File: config.mk
export PLATFORM = sky130hd
export DESIGN_NAME = proj_kmer_window
export DESIGN_NICKNAME = d
export VERILOG_FILES = /design/src/rtl/proj_kmer_window.sv
export SDC_FILE = /design/constraint.sdc
export NUM_CORES = 1
export LEC_CHECK = 0
export ABC_AREA = 1
export CELL_PAD_IN_SITES_DETAIL_PLACEMENT = 2
export CELL_PAD_IN_SITES_GLOBAL_PLACEMENT = 2
export CORE_UTILIZATION = 30
export CTS_CLUSTER_SIZE = 12
export DETAILED_ROUTE_END_ITERATION = 10
export HOLD_SLACK_MARGIN = 0.05
export PLACE_DENSITY_LB_ADDON = 0.1
export SLEW_MARGIN = 20
export SYNTH_ARGS = -nofsm -noshare
export SYNTH_HDL_FRONTEND = slang
export SYNTH_SLANG_ARGS = --single-unit
File: constraint.sdc
create_clock -name clk -period 3.55 [get_ports clk]
set_clock_uncertainty 0.15 [all_clocks]
set_input_delay 0.355 -clock clk [delete_from_list [all_inputs] [get_ports clk]]
set_output_delay 0.355 -clock clk [all_outputs]
set_load 0.02 [all_outputs]
File: src/rtl/proj_kmer_window.sv
// Streaming k-mer window: one base in, one k-mer out per accepted base once the window is full.
// Optional canonical (min of forward / reverse-complement) output under PROJ_KMER_CANONICAL_EN.
module proj_kmer_window #(
   parameter int BASE_BITS = 2,
   parameter int KMER_LEN  = 16,
   parameter int POS_WIDTH = 32
) (
   input  logic                              clk,
   input  logic                              rst_n,
   input  logic                              start_over,
   input  logic                              in_valid,
   output logic                              in_ready,
   input  logic [BASE_BITS-1:0]              in_base,
   input  logic                              in_amb,
   input  logic                              in_last,
   output logic                              out_valid,
   input  logic                              out_ready,
   output logic [KMER_LEN*BASE_BITS-1:0]     out_kmer,
   output logic [POS_WIDTH-1:0]              out_pos,
   output logic                              out_last,
   output logic                              out_strand,
   output logic [$clog2(KMER_LEN+1)-1:0]     fill
);

   localparam int KW     = KMER_LEN * BASE_BITS;
   localparam int FILL_W = $clog2(KMER_LEN + 1);
   localparam logic [FILL_W-1:0]    FULL = FILL_W'(KMER_LEN);
   localparam logic [POS_WIDTH-1:0] BACK = POS_WIDTH'(KMER_LEN - 1);

   typedef enum logic [0:0] {
      ST_FILLING   = 1'b0,
      ST_STREAMING = 1'b1
   } win_state_e;

   win_state_e           st_q, st_d;
   logic [KW-1:0]        win_q, win_d;
   logic [FILL_W-1:0]    fill_q, fill_d;
   logic [POS_WIDTH-1:0] pos_q, pos_d;
   logic                 ov_q, ov_d;
   logic [KW-1:0]        okmer_q, okmer_d;
   logic [POS_WIDTH-1:0] opos_q, opos_d;
   logic                 olast_q, olast_d;

   logic                 accept;
   logic                 emit;
   logic [KW-1:0]        win_shift;
   logic [FILL_W-1:0]    fill_inc;
   logic [KW-1:0]        kmer_sel;
   logic                 strand_sel;

   assign in_ready  = !start_over && (!ov_q || out_ready);
   assign accept    = in_valid && in_ready;
   assign win_shift = {win_q[KW-BASE_BITS-1:0], in_base};
   assign emit      = accept && !in_amb && (fill_inc == FULL);

   // Fill saturates once the window is streaming.
   always_comb begin
      fill_inc = fill_q;
      case (st_q)
         ST_STREAMING: fill_inc = FULL;
         ST_FILLING:   fill_inc = fill_q + FILL_W'(1);
         default:      fill_inc = FULL;
      endcase
   end

`ifdef PROJ_KMER_CANONICAL_EN
   if (BASE_BITS != 2) begin : g_base_bits_chk
      $error("proj_kmer_window: canonical mode needs BASE_BITS == 2");
   end

   logic [KW-1:0] rc_q, rc_d;
   logic [KW-1:0] rc_shift;
   logic          ostrand_q, ostrand_d;
   logic          rc_lt;

   // Reverse complement: complemented base enters at the MSBs and slides toward the LSBs.
   assign rc_shift   = {~in_base, rc_q[KW-1:BASE_BITS]};
   assign rc_lt      = (rc_shift < win_shift);
   assign kmer_sel   = rc_lt ? rc_shift : win_shift;
   assign strand_sel = rc_lt;
   assign out_strand = ostrand_q;

   // Reverse-complement window and strand flag follow the forward window's clear rules.
   always_comb begin
      rc_d      = rc_q;
      ostrand_d = ostrand_q;
      if (start_over) begin
         rc_d      = '0;
         ostrand_d = 1'b0;
      end else if (accept) begin
         if (in_amb || in_last) begin
            rc_d = '0;
         end else begin
            rc_d = rc_shift;
         end
         if (emit) begin
            ostrand_d = strand_sel;
         end else begin
            ostrand_d = ostrand_q;
         end
      end else begin
         rc_d = rc_q;
      end
   end

   // Reverse-complement state registers.
   always_ff @(posedge clk or negedge rst_n) begin
      if (!rst_n) begin
         rc_q      <= '0;
         ostrand_q <= 1'b0;
      end else begin
         rc_q      <= rc_d;
         ostrand_q <= ostrand_d;
      end
   end
`else
   assign kmer_sel   = win_shift;
   assign strand_sel = 1'b0;
   assign out_strand = strand_sel;
`endif

   // Next state: start_over first, then output consume, then the accepted base.
   always_comb begin
      st_d    = st_q;
      win_d   = win_q;
      fill_d  = fill_q;
      pos_d   = pos_q;
      ov_d    = ov_q;
      okmer_d = okmer_q;
      opos_d  = opos_q;
      olast_d = olast_q;
      if (start_over) begin
         st_d    = ST_FILLING;
         win_d   = '0;
         fill_d  = '0;
         pos_d   = '0;
         ov_d    = 1'b0;
         okmer_d = '0;
         opos_d  = '0;
         olast_d = 1'b0;
      end else begin
         if (ov_q && out_ready) begin
            ov_d = 1'b0;
         end else begin
            ov_d = ov_q;
         end
         if (accept) begin
            pos_d = pos_q + POS_WIDTH'(1);
            if (in_amb) begin
               win_d  = '0;
               fill_d = '0;
               st_d   = ST_FILLING;
            end else begin
               win_d  = win_shift;
               fill_d = fill_inc;
               st_d   = (fill_inc == FULL) ? ST_STREAMING : ST_FILLING;
            end
            if (emit) begin
               ov_d    = 1'b1;
               okmer_d = kmer_sel;
               opos_d  = pos_q - BACK;
               olast_d = in_last;
            end else begin
               okmer_d = okmer_q;
            end
            // The last base of a sequence still emits above, then the next sequence starts clean.
            if (in_last) begin
               win_d  = '0;
               fill_d = '0;
               pos_d  = '0;
               st_d   = ST_FILLING;
            end else begin
               pos_d = pos_d;
            end
         end else begin
            pos_d = pos_q;
         end
      end
   end

   // State and output registers.
   always_ff @(posedge clk or negedge rst_n) begin
      if (!rst_n) begin
         st_q    <= ST_FILLING;
         win_q   <= '0;
         fill_q  <= '0;
         pos_q   <= '0;
         ov_q    <= 1'b0;
         okmer_q <= '0;
         opos_q  <= '0;
         olast_q <= 1'b0;
      end else begin
         st_q    <= st_d;
         win_q   <= win_d;
         fill_q  <= fill_d;
         pos_q   <= pos_d;
         ov_q    <= ov_d;
         okmer_q <= okmer_d;
         opos_q  <= opos_d;
         olast_q <= olast_d;
      end
   end

   assign out_valid = ov_q;
   assign out_kmer  = okmer_q;
   assign out_pos   = opos_q;
   assign out_last  = olast_q;
   assign fill      = fill_q;

endmodule

After elaboration in Yosys (flattened, before gate mapping)
Index checks and enable logic that the tools add are counted.
{"block": "word_totals", "register_bits": 134, "inputBits": 9}
{"block": "op_classes", "add_sub_neg": 3, "n_eq_ne": 1, "muxes": 30, "n_bitwise": 1, "n_reduce_logical": 12}
{"cell": "$mux 32", "count": 9}
{"cell": "$mux 30", "count": 4}
{"cell": "$add 32x1->32 const B", "count": 1}
{"cell": "$sub 32x4->32 const B", "count": 1}
{"cell": "$mux 5", "count": 4}
{"cell": "$mux 1", "count": 12}
{"cell": "$pmux 5 s2", "count": 1}
{"cell": "$add 5x1->5 const B", "count": 1}
{"cell": "$eq 5x5->1 const B", "count": 1}
{"cell": "$logic_and 1x1->1", "count": 5}
{"cell": "$reduce_bool 2->1", "count": 2}
{"cell": "$logic_not 1->1", "count": 3}
{"cell": "$reduce_and 2->1", "count": 1}
{"cell": "$logic_or 1x1->1", "count": 1}
{"cell": "$not 1->1", "count": 1}

Logic depth before layout (Yosys ltp)
{"block": "depth", "word_depth": 9, "ltp_mapped": 11, "depth_no_buf": 10}

Worst setup path after synthesis
OpenSTA, ideal clock, no wires.
{"block": "synth_path", "path_kind": "reg2reg", "from": "register fill_q[0], in the netlist fill[0]", "to": "register okmer_q[21], in the netlist out_kmer[21]", "arrival_time_ns": 1.590, "setup_slack_ns": 1.692, "path_stages_with_launch": 10, "path_buffers": 2, "synth_period_minus_slack_ns": 1.858, "cell_sequence": "dfrtp_1 > ha_1 > nand2_1 > nand2_1 > nor2_2 > nand4_1 > buf_4 > buf_2 > nand3_1 > nand2_1"}
{"block": "synth_between", "elab_chain_cells": 6}
{"item": "start: declaration", "line_no": "37", "text": "logic [FILL_W-1:0] fill_q, fill_d;"}
{"item": "start signal: assignment", "line_no": "195", "text": "fill_q <= fill_d;"}
{"item": "$add 5x1->5", "line_no": "61", "text": "ST_FILLING: fill_inc = fill_q + FILL_W'(1);"}
{"item": "$pmux 5 s2", "line_no": "59", "text": "case (st_q)"}
{"item": "$eq 5x5->1", "line_no": "54", "text": "assign emit = accept && !in_amb && (fill_inc == FULL);"}
{"item": "$logic_and 1x1->1", "line_no": "54"}
{"item": "$reduce_bool 2->1 (no source line)"}
{"item": "$reduce_and 2->1 (no source line)"}
{"item": "end signal: assignment", "line_no": "198", "text": "okmer_q <= okmer_d;"}
{"item": "end: declaration", "line_no": "40", "text": "logic [KW-1:0] okmer_q, okmer_d;"}
Every way passes these cells.
A chain may end at the register's enable or synchronous reset.

Final worst setup path
{"block": "layout_path", "from": "register fill_q[0], in the netlist fill[0]", "to": "register opos_q[17], in the netlist out_pos[17]"}
{"block": "layout_between", "elab_chain_cells": 6}
{"item": "$add 5x1->5", "line_no": "61"}
{"item": "$pmux 5 s2", "line_no": "59"}
{"item": "$eq 5x5->1", "line_no": "54"}
{"item": "$logic_and 1x1->1", "line_no": "54"}
{"item": "$reduce_bool 2->1 (no source line)"}
{"item": "$reduce_and 2->1 (no source line)"}
{"item": "end signal: assignment", "line_no": "199", "text": "opos_q <= opos_d;"}
{"item": "end: declaration", "line_no": "41", "text": "logic [POS_WIDTH-1:0] opos_q, opos_d;"}
Every way passes these cells.

==> flow_metrics.env <==
export IMPL_status="complete, no violations"
export IMPL_seq_area_frac_synth_pct=47.1
export IMPL_p_leak_nw=4.19
export IMPL_cts_tree="built"
export IMPL_die_area_um2=24400
export IMPL_yosysMostFrequentCell="nand2_1"
export IMPL_pre_cts_ws_ps=796
export IMPL_worst_pin_slew_ps=806
export IMPL_grt_usage_pct=22.6
export IMPL_slew_viol_final=0
export IMPL_setup_ws_ps=1080
export IMPL_die_x_um=156
export IMPL_dp_hpwl_um=18700
export IMPL_syn_avg_cell_area_um2=7.31
export IMPL_port_buffers=80
export IMPL_fin_setup_tns_ps=0
export IMPL_ios=82
export IMPL_r2r_end="out_pos[17]$_DFFE_PN0P_"
export IMPL_die_h_um=156
export IMPL_clk_latency_ps=430
export IMPL_crit_type="register to register"
export IMPL_arrival_ps=2680
export IMPL_final_core_utilization_pct=37.5
export IMPL_htree_levels=4
export IMPL_post_cts_setup_buffer_count=0
export IMPL_ff2ff_setup_slack_ps=1080
export IMPL_area_delta_synth_final_pct=23.2
export IMPL_whs_ps=254
export IMPL_hp_class="primary input to asynchronous set/reset pin"
export IMPL_drt_iter0_drc=252
export IMPL_nets=1053
export IMPL_gp_congestion=0.836
export IMPL_dp_cells=1341
export IMPL_finalCriticalPeriod_ps=2470
export IMPL_via_count=6797
export IMPL_clk_pin_slew_ps=70
export IMPL_antenna_found_initial=0
export IMPL_rr_startpoint="fill[0]$_DFFE_PN0P_"
export IMPL_cts_resized=0
export IMPL_syn_num_nets=986
export IMPL_wl_um=25900
export IMPL_fmax_mhz=405
export IMPL_clock_path_buffers=2
export IMPL_path_max_fanout=25
export IMPL_post_drt_wl_per_cell_um=18.9
export IMPL_crit_required_ps=3760
export IMPL_synth_area_leaders="dfrtp_1, nand2_1, nand3_1"
export IMPL_synth_common_cells="nand2_1, nand3_1, dfrtp_1, nor2_1, inv_1"
export IMPL_synth_ff_type="dfrtp_1"
export IMPL_synth_async_sr_flop_share_pct=100
export IMPL_nFillCells=2775
export IMPL_route_detailed_drc=0
export IMPL_clockRootBuffer="clkbuf_16"
export IMPL_vdd_drop_max_mv=0.268
export IMPL_multiInputGateArea_um2=3270
export IMPL_rsz0062_at_grt="no"
export IMPL_synth_seq_cells=134
export IMPL_ys_warn_count=0
export IMPL_grt_pass1_wl_um=42000
export IMPL_start_util_pct=30.5
export IMPL_synth_top_area_share_pct=47.1
export IMPL_power_density_nw_per_um2=391
export IMPL_cts_sinks=134
export IMPL_regArea_um2=3350
export IMPL_gr_total_overflow=0
export IMPL_reg2regPathDepth=9
export IMPL_synthCells=975
export IMPL_fp_row_count=56
export IMPL_drt_vias_per_instance=4.95
export IMPL_start_kind="register"
export IMPL_diodes=0
export IMPL_grt_max_degree=62
export IMPL_cts_buffers=17
export IMPL_min_period_over_period_pct=69.5
export IMPL_grt_pass1_vias=7393
export IMPL_first_pass_iters=4
export IMPL_maxCapViolCount=0
export IMPL_ant_nets=0
export IMPL_synth_area_um2=7130
export IMPL_critPathCaptureType="register"
export IMPL_yosysUniqueCellTypes=31
export IMPL_hold_viol=0
export IMPL_final_cells=1374
export IMPL_synth_top_cell_by_area="dfrtp_1"
export IMPL_synth_edf_count=0
export IMPL_slew_headroom_pct=46.2
export IMPL_layout_drive_gt1_share_pct=6.82
export IMPL_finalSetupViolations=0
export IMPL_coreArea_um2=23400
how the worst max path moves through the flow:
| stage | endpoint | slack, ps | startpoint | cells past startpoint |
|---|---|---|---|---|
| 2_1_floorplan | out_kmer[21]$_DFFE_PN0P_ | 1690 | fill[0]$_DFFE_PN0P_ | 9 |
| 6_report | out_pos[17]$_DFFE_PN0P_ | 1080 | fill[0]$_DFFE_PN0P_ | 9 |
| 4_1_cts | out_pos[17]$_DFFE_PN0P_ | 1050 | fill[0]$_DFFE_PN0P_ | 9 |
| 3_3_place_gp | out_pos[17]$_DFFE_PN0P_ | 830 | out_ready | 10 |
| 5_1_grt | out_pos[17]$_DFFE_PN0P_ | 880 | fill[0]$_DFFE_PN0P_ | 9 |
| 3_5_place_dp | out_pos[17]$_DFFE_PN0P_ | 800 | out_ready | 10 |
sequential cells by signal, summed over array words and instances (netlist names):
register   cells
out_valid      1
st_q           1
pos_q         32
out_pos       32
out_last       1
win_q         30
out_kmer      32
fill           5
timing repair:
action                                  4_1_cts  5_1_grt
endpoints found under the setup margin        0        0
hold endpoints to repair                     35        0
hold buffers                                  1        0
cell families after synthesis:
kind of cell             share of synthesized area, %
AO/OA/AOI/OAI                                    5.20
AND/OR/NAND/NOR                                  38.9
buffers and inverters                            7.36
flip-flops                                       47.1
XOR/XNOR                                         1.11
adder cells (fa/ha/maj)                         0.351
other                                          0.0526
where the power goes:
part | switching, mW | total (mW) | internal [mW]
combinational | 0.120 | 0.155 | 0.0352
sequential | 0.0110 | 1.55 | 1.53
clock | 0.812 | 1.74 | 0.925
cell type report:
type | count | area share [%]
inverter | 67 | 2.88
multi-input combinational | 727 | 37.2
clock inverter | 15 | 1.51
tap | 319 | 4.54
sequential | 134 | 38.2
timing repair buffer | 95 | 10.9
clock buffer | 17 | 4.84
per-layer routing:
layer	up-vias	GRT usage, %	share of wire [%]
li1	3282	-	-
met1	3418	29.8	48
met2	79	39.0	49
met3	18	2.75	1.8
met4	0	5.60	1.2
met5	-	0	0
through the flow:
stage	power [mW]	instance area, µm²
floorplan	1.64	7130
global placement	1.73	8220
detailed placement	1.73	8220
CTS	3.47	8780
global route	3.55	8780
finish	3.44	8780
cell usage in the layout, fill, tap and decap left out, types with 2 or more instances in the layout:
master	n
dfrtp_1	134
ha_1	2
nand2_1	310
inv_6	6
nor2_4	4
clkbuf_16	17
nor3_1	2
or2_2	2
nor2_1	133
o21ai_0	28
inv_8	4
o22ai_1	5
buf_4	11
clkdlybuf4s50_1	79
clkinvlp_4	4
o21ai_1	14
nand3_2	6
buf_12	3
nand4_1	18
clkinv_2	2
nor2_2	5
inv_2	4
nand3_1	167
inv_1	62
a22o_1	4
xor2_1	8
a21oi_1	11
critical path: stages, from the launching register on:
cell     delay (ps)
dfrtp_1         440
ha_1            310
nand2_1          90
nand2_1          70
nor2_2          130
nand2_1         130
nor2_4          570
buf_12          260
nand3_1         160
nand2_1         100
No activity file was read; power rests on OpenSTA's default activity.
